$ cat src/rtl/ipsxb_distributed_fifo_wr_adapter_v1_0.sv
// Write-side packet adapter feeding the distributed FIFO controller; admits a packet only when a full burst fits.
// Optional statistics counters are enabled by defining IPSXB_FIFO_WR_STATS_EN.
module ipsxb_distributed_fifo_wr_adapter_v1_0 #(
    parameter int DEPTH      = 9,
    parameter int DATA_WIDTH = 32,
    parameter int BURST_LEN  = 16
) (
    input  logic                  wr_clk,
    input  logic                  wrst,
    input  logic                  s_valid,
    output logic                  s_ready,
    input  logic [DATA_WIDTH-1:0] s_data,
    input  logic                  s_last,
    input  logic [DEPTH:0]        wr_water_level,
    input  logic                  wfull,
    output logic                  w_en,
    output logic [DATA_WIDTH:0]   w_data,
    output logic                  pkt_err,
    output logic [15:0]           pkt_cnt,
    output logic [15:0]           trunc_cnt
);

    localparam int CW = $clog2(BURST_LEN + 1);
    localparam logic [DEPTH+1:0] CAPACITY  = (DEPTH+2)'(2 ** DEPTH);
    localparam logic [DEPTH+1:0] BURST_THR = (DEPTH+2)'(BURST_LEN);
    localparam logic [CW-1:0]    CNT_MAX   = CW'(BURST_LEN);

    localparam logic [1:0] ST_IDLE  = 2'd0;
    localparam logic [1:0] ST_BURST = 2'd1;
    localparam logic [1:0] ST_DROP  = 2'd2;

    generate
        if (BURST_LEN < 1 || BURST_LEN > (2 ** DEPTH)) begin : g_bad_burst_len
            $error("BURST_LEN must be within 1..2^DEPTH");
        end
    endgenerate

    logic [1:0]            r_state;
    logic [CW-1:0]         r_beat_cnt;
    logic                  r_w_en;
    logic [DATA_WIDTH:0]   r_w_data;
    logic                  r_pkt_err;

    logic [DEPTH+1:0]      w_free_eff;
    logic                  w_ready;
    logic                  w_accept;
    logic                  w_write;
    logic [CW-1:0]         w_cnt_next;
    logic                  w_trunc;

    // Free space already discounts the write currently on w_en, which the controller has not yet counted.
    assign w_free_eff = CAPACITY - {1'b0, wr_water_level} - {{(DEPTH+1){1'b0}}, r_w_en};

    always_comb begin
        w_ready = 1'b0;
        case (r_state)
            ST_IDLE:  w_ready = (w_free_eff >= BURST_THR) && !wfull;
            ST_BURST: w_ready = 1'b1;
            ST_DROP:  w_ready = 1'b1;
            default:  w_ready = 1'b0;
        endcase
    end

    assign s_ready  = w_ready & ~wrst;
    assign w_accept = s_valid & s_ready;
    assign w_write  = w_accept && (r_state != ST_DROP);

    // The first beat of a packet always counts as 1, so BURST_LEN=1 truncates straight from IDLE.
    assign w_cnt_next = (r_state == ST_IDLE) ? CW'(1) : r_beat_cnt + CW'(1);
    assign w_trunc    = w_write && !s_last && (w_cnt_next == CNT_MAX);

    always_ff @(posedge wr_clk or posedge wrst) begin
        if (wrst) begin
            r_state    <= ST_IDLE;
            r_beat_cnt <= '0;
            r_w_en     <= 1'b0;
            r_w_data   <= '0;
            r_pkt_err  <= 1'b0;
        end else begin
            r_w_en    <= w_write;
            r_pkt_err <= w_trunc;
            if (w_write) begin
                r_w_data <= {s_last | w_trunc, s_data};
            end
            if (w_accept) begin
                if (s_last) begin
                    r_state    <= ST_IDLE;
                    r_beat_cnt <= '0;
                end else if (r_state == ST_DROP) begin
                    r_state <= ST_DROP;
                end else if (w_trunc) begin
                    r_state    <= ST_DROP;
                    r_beat_cnt <= w_cnt_next;
                end else begin
                    r_state    <= ST_BURST;
                    r_beat_cnt <= w_cnt_next;
                end
            end
        end
    end

    assign w_en    = r_w_en;
    assign w_data  = r_w_data;
    assign pkt_err = r_pkt_err;

`ifdef IPSXB_FIFO_WR_STATS_EN
    logic [15:0] r_pkt_cnt;
    logic [15:0] r_trunc_cnt;

    // Both counters stick at all-ones rather than wrapping.
    always_ff @(posedge wr_clk or posedge wrst) begin
        if (wrst) begin
            r_pkt_cnt   <= '0;
            r_trunc_cnt <= '0;
        end else begin
            if (r_w_en && r_w_data[DATA_WIDTH] && (r_pkt_cnt != 16'hFFFF)) begin
                r_pkt_cnt <= r_pkt_cnt + 16'd1;
            end
            if (r_pkt_err && (r_trunc_cnt != 16'hFFFF)) begin
                r_trunc_cnt <= r_trunc_cnt + 16'd1;
            end
        end
    end

    assign pkt_cnt   = r_pkt_cnt;
    assign trunc_cnt = r_trunc_cnt;
`else
    assign pkt_cnt   = 16'd0;
    assign trunc_cnt = 16'd0;
`endif

endmodule

$ cat config.mk
export PLATFORM = sky130hd
export DESIGN_NAME = ipsxb_distributed_fifo_wr_adapter_v1_0
export DESIGN_NICKNAME = d
export VERILOG_FILES = /design/src/rtl/ipsxb_distributed_fifo_wr_adapter_v1_0.sv
export SDC_FILE = /design/constraint.sdc
export NUM_CORES = 1
export LEC_CHECK = 0
export ABC_CLOCK_PERIOD_IN_PS = 8800
export CAP_MARGIN = 5
export CORE_MARGIN = 10
export CORE_UTILIZATION = 40
export CTS_CLUSTER_SIZE = 28
export DETAILED_ROUTE_END_ITERATION = 16
export PLACE_DENSITY = 0.83
export SKIP_LAST_GASP = 1
export SLEW_MARGIN = 15
export SYNTH_ARGS = -nofsm -noshare
export SYNTH_HDL_FRONTEND = slang
export SYNTH_SLANG_ARGS = --single-unit
$ cat constraint.sdc
create_clock -name wr_clk -period 8.8 [get_ports wr_clk]
set_clock_uncertainty 0.05 [all_clocks]
set_input_delay 1.76 -clock wr_clk [delete_from_list [all_inputs] [get_ports wr_clk]]
set_output_delay 1.76 -clock wr_clk [all_outputs]
set_load 0.02 [all_outputs]
Word level (Yosys, flattened, before mapping)
Index checks and enable logic that the tools add are counted.

$add $sub $neg: 3. $lt $le $gt $ge: 1. Equal/unequal tests: 5. Mux-type cells: 7. Bitwise operators: 4. Reduce and logical (&&, ||, !) cells: 9.

Operators with widths (count): $mux 5 (3); $ge 11x5->1 const B (1); $sub 10x10->11 const A (1); $sub 11x1->11 (1); $mux 2 (3); $add 5x1->5 const B (1); $eq 5x5->1 const B (1); $logic_and 1x1->1 (4); $ne 2x2->1 const B (2); $and 1x1->1 (2); $eq 2x1->1 const B (1); $eq 2x2->1 const B (1); $logic_not 1->1 (2); $logic_not 2->1 (1); $pmux 1 s2 (1); $reduce_and 2->1 (1); $reduce_or 2->1 (1); $not 1->1 (1); $or 1x1->1 (1).

Register bits: 42. Input bits: 47.

Logic depth before layout (Yosys ltp)
Word-level depth: 13. Mapped depth: 12. Gate-level depth less buffers: 11.

Worst setup path after synthesis
Ideal clock, no wire load.

Kind: input-to-output. Start: input wr_water_level[0]. End: output s_ready. Arrival: 3.601 ns. Required time: 6.990 ns. Path slack: 3.389 ns. Stages on the path: 10. Path buffers: 0. Path through: inv_1 ha_1 ha_1 inv_1 ha_1 or3b_1 a221oi_2 o2111ai_2 a221oi_4 a21oi_1.

Word-level cells in the longest chain between the ends: 6.

RTL lines: start: declaration (line 14) `input logic [DEPTH:0] wr_water_level,`; $sub 10x10->11 (line 52) `assign w_free_eff = CAPACITY - {1'b0, wr_water_level} - {{(DEPTH+1){1'b0}}, r_w_en};`; $sub 11x1->11 (line 52); $ge 11x5->1 (line 57) `ST_IDLE: w_ready = (w_free_eff >= BURST_THR) && !wfull;`; $logic_and 1x1->1 (line 57); $pmux 1 s2 (line 56) `case (r_state)`; $and 1x1->1 (line 64) `assign s_ready = w_ready & ~wrst;`; end: declaration (line 11) `output logic s_ready,`.

Every way passes these cells.

Worst setup path after layout
Ends and elaborated chain as after synthesis.

==> impl_metrics.xml <==
<?xml version="1.0" encoding="UTF-8"?>
<metrics>
  <group name="status">
    <metric name="run_status" unit="">finished clean</metric>
  </group>
  <group name="finish">
    <metric name="area.sequential" unit="mm^2">0.001051</metric>
    <metric name="final_util" unit="%">54.84</metric>
    <metric name="final.fill_count" unit="">531</metric>
    <metric name="nNetsFinal" unit="">377</metric>
    <metric name="instances_no_fill" unit="">392</metric>
    <metric name="share_of_cells_above_drive_strength_1" unit="%">15.24</metric>
    <metric name="multi_input_comb_area" unit="mm^2">0.001300</metric>
    <metric name="area.growth.synth_to_final" unit="%">33.35</metric>
    <metric name="fin_area" unit="mm^2">0.003482</metric>
    <metric name="num_antenna_cells" unit="">0</metric>
  </group>
  <group name="sta">
    <metric name="min_period_over_period" unit="%">72.68</metric>
    <metric name="final_critical_path_setup_slack" unit="ns">2.404</metric>
    <metric name="clock.fmax" unit="MHz">156.4</metric>
    <metric name="report.final.setup_viol" unit="">0</metric>
    <metric name="rsz0062_at_grt" unit="">false</metric>
    <metric name="fin_setup_tns" unit="ns">0</metric>
    <metric name="final_period_minus_worst_setup_slack" unit="ns">6.396</metric>
    <metric name="slew_violations" unit="">0</metric>
    <metric name="timing.hold.ws" unit="ns">0.4471</metric>
    <metric name="final-hold-violation-count" unit="">0</metric>
    <metric name="tightestPinTransition" unit="ns">0.6641</metric>
    <metric name="worst_slew_margin_rel" unit="%">55.73</metric>
  </group>
  <group name="clocking">
    <metric name="clk_pin_slew" unit="ns">0.08</metric>
    <metric name="cts_resized" unit="">0</metric>
    <metric name="cts.sink_count" unit="">42</metric>
    <metric name="clock_tree.buffer_depth" unit="">2</metric>
    <metric name="worst_skew_pair_latency" unit="ns">0.29</metric>
    <metric name="cts_tree" unit="">built</metric>
    <metric name="number_of_buffers_created_by_cts" unit="">5</metric>
    <metric name="post_cts.repair.setup_buffers" unit="">0</metric>
    <metric name="cts_h_tree_lvls" unit="">2</metric>
    <metric name="ctsRootBufferMaster" unit="">clkbuf_8</metric>
    <metric name="cts_hold_buf" unit="">0</metric>
  </group>
  <group name="critical_path">
    <metric name="critical_path.startpoint" unit="">wr_water_level[0]</metric>
    <metric name="criticalPathCategory" unit="">in -&gt; out</metric>
    <metric name="critical_path.max_fanout" unit="">4</metric>
    <metric name="crit_path_start_kind" unit="">input port</metric>
    <metric name="crit_arrival" unit="ns">4.59</metric>
    <metric name="timing.rr.start" unit="">w_en</metric>
    <metric name="critical_path_required" unit="ns">6.99</metric>
    <metric name="crit_end_category" unit="">output port</metric>
  </group>
  <group name="yosys">
    <metric name="synthMuxAreaShare" unit="%">18.06</metric>
    <metric name="ys.flop_type" unit="">dfrtp_1</metric>
    <metric name="area_share_of_xor_xnor_cells_in_the_synthesized_design" unit="%">1.677</metric>
    <metric name="synthesis.area" unit="mm^2">0.002611</metric>
    <metric name="synthesis.area_per_instance" unit="um^2">11.35</metric>
    <metric name="synth-seq-area-share" unit="%">40.25</metric>
    <metric name="synth_cells" unit="">230</metric>
    <metric name="synth-adder-area-share" unit="%">7.667</metric>
    <metric name="synth-edff-count" unit="">0</metric>
    <metric name="distinct_cell_type_count_of_the_synthesized_netlist" unit="">45</metric>
    <metric name="area_fraction_in_and_or_nand_and_nor_cells_after_synthesis" unit="%">7.523</metric>
    <metric name="synth-warning-count" unit="">0</metric>
    <metric name="main_combinational_cell_family_by_area_after_synthesis" unit="">multiplexers</metric>
    <metric name="postSynthRegisterBits" unit="">42</metric>
    <metric name="ys_async_sr_fraction" unit="%">100.0</metric>
    <metric name="synth_compound_gate_area_share" unit="%">10.25</metric>
  </group>
  <group name="die">
    <metric name="dieArea" unit="mm^2">0.01016</metric>
    <metric name="core_region_area" unit="mm^2">0.006350</metric>
    <metric name="placementRows" unit="">29</metric>
    <metric name="die_h" unit="um">100.8</metric>
    <metric name="io-pin-count" unit="">115</metric>
    <metric name="start_util" unit="%">41.12</metric>
    <metric name="die-width" unit="um">100.8</metric>
  </group>
  <group name="pwr">
    <metric name="irDropWorstVdd" unit="uV">190.8</metric>
    <metric name="leakage_dissipation" unit="nW">1.573</metric>
    <metric name="total_power" unit="mW">1.022</metric>
    <metric name="power.density_cell_area" unit="mW/mm^2">293.5</metric>
  </group>
  <group name="routing">
    <metric name="total_detailed_routing_wirelength" unit="mm">6.094</metric>
    <metric name="detailroute.via_count" unit="">1855</metric>
    <metric name="detail_route.first_pass.iterations" unit="">4</metric>
    <metric name="drtAntennaViolNets" unit="">0</metric>
    <metric name="detail_route.wl_per_cell" unit="um">15.55</metric>
    <metric name="dr.first_iter.drc_count" unit="">99</metric>
    <metric name="route.detailed.drc" unit="">0</metric>
    <metric name="vias_per_cell" unit="">4.732</metric>
  </group>
  <group name="global_route">
    <metric name="combined_global_route_utilization_of_all_metal_layers" unit="%">11.57</metric>
    <metric name="first_global_vias" unit="">1921</metric>
    <metric name="initial_antenna_violation_count" unit="">0</metric>
    <metric name="wire_length_of_the_first_global_routing_pass" unit="mm">9.632</metric>
    <metric name="grt_start_max_net_pins" unit="">43</metric>
    <metric name="aggregate_global_routing_overflow" unit="">0</metric>
  </group>
  <group name="placed_design">
    <metric name="hpwl" unit="mm">4.823</metric>
    <metric name="place_area" unit="mm^2">0.003373</metric>
    <metric name="gp_routability_congestion" unit="">0.8288</metric>
    <metric name="numPortBuffers" unit="">82</metric>
    <metric name="detailedPlace.worstSlack" unit="ns">2.366</metric>
    <metric name="place_inst" unit="">384</metric>
  </group>
  <group name="worst_hold_path">
    <metric name="hold_path.class" unit="">reg -&gt; reg</metric>
    <metric name="holdCritStartpoint" unit="">w_data[0]</metric>
  </group>
  <group name="run">
    <metric name="drv.max_cap_violation_count" unit="">0</metric>
  </group>
</metrics>
==> synth_stat cells, types with 3 or more instances <==
cell type	count	area share, %
o211ai_1	3	0.86
nand3_1	4	0.77
nand2_1	6	0.86
ha_1	16	7.7
buf_4	32	9.2
mux2_2	7	3.0
o21ai_0	5	0.96
buf_6	3	1.3
nor2_1	5	0.72
xnor2_1	3	1.0
inv_1	24	3.5
nor3_1	4	0.77
nand4_1	3	0.72
a21oi_1	13	2.5
mux2_4	24	14
dfrtp_1	42	40
==> registers in the layout (all words and copies together) (netlist names) <==
register and cells:
w_data 33, r_beat_cnt 5, r_state 2, pkt_err 1, w_en 1
==> critical path: stages <==
cell and delay (ns):
clkdlybuf4s50_1 0.45, inv_1 0.04, ha_1 0.18, ha_1 0.19
a211oi_1 0.38, o21ai_0 0.22, a211o_1 0.29, a221oi_4 0.38
a21oi_1 0.11, clkdlybuf4s50_1 0.58
==> layout make-up <==
type                    count  area share (%)
clock buffers               5           1.976
clock inverters             3           1.150
inverters                  24           2.587
multi-input cells         157           37.33
flip-flops and latches     42           30.18
well taps                  77           2.767
repair buffers             84           24.00
==> cells in the final DEF (no fill, tap or decap), types with 2 or more instances in the layout <==
master,synthesis,layout
mux2_1,2,2
o21ai_0,5,5
a21oi_1,13,13
nand2_1,6,6
dfrtp_1,42,42
nor2_1,5,5
o211ai_1,3,3
o2bb2ai_1,2,2
inv_1,24,24
xor2_1,2,2
o22ai_1,2,2
nor3_1,4,4
buf_4,32,2
xnor2_1,3,3
conb_1,1,32
nand3_1,4,4
or2_2,2,2
clkdlybuf4s50_1,0,82
or3b_1,2,2
mux2_4,24,24
clkinv_2,0,2
ha_1,16,16
clkbuf_8,0,5
mux2_2,7,7
nand4_1,3,3
==> routing by layer <==
layer  global-route usage (%)  vias up  wire length (um)
li1                         -      892                 -
met1                    13.02      873              2325
met2                    18.23       88              2828
met3                    7.064        2               913
met4                    2.609        0                27
met5                        0        -                 0
==> kinds of logic (layout without fill, tap and decap cells) <==
kind of cell	count (synthesis)	after routing
multiplexers	34	34
AO/OA/AOI/OAI	35	35
other	1	32
XOR/XNOR	5	5
buffers and inverters	62	116
flip-flops	42	42
adder cells (fa/ha/maj)	16	16
AND/OR/NAND/NOR	35	35
==> power by group <==
group          total, mW  internal (mW)  switching (mW)
clock network      0.148         0.0835          0.0645
registers          0.339          0.283          0.0561
logic              0.535          0.285           0.251
total               1.02          0.651           0.371
==> path summary, 6_finish.rpt <==
check / slack [ns] / depth (start not counted) / end
setup / recovery: 2.40 / 10 / s_ready
hold / removal: 0.45 / 1 / w_data[0]
setup reg to reg: 5.61 / 12 / w_data[25]
hold reg to reg: 0.45 / 1 / w_data[0]
max in group asynchronous: 6.45 / 3 / r_beat_cnt[0]
min in group asynchronous: 1.89 / 3 / w_en
No activity file was read; power rests on OpenSTA's default activity.
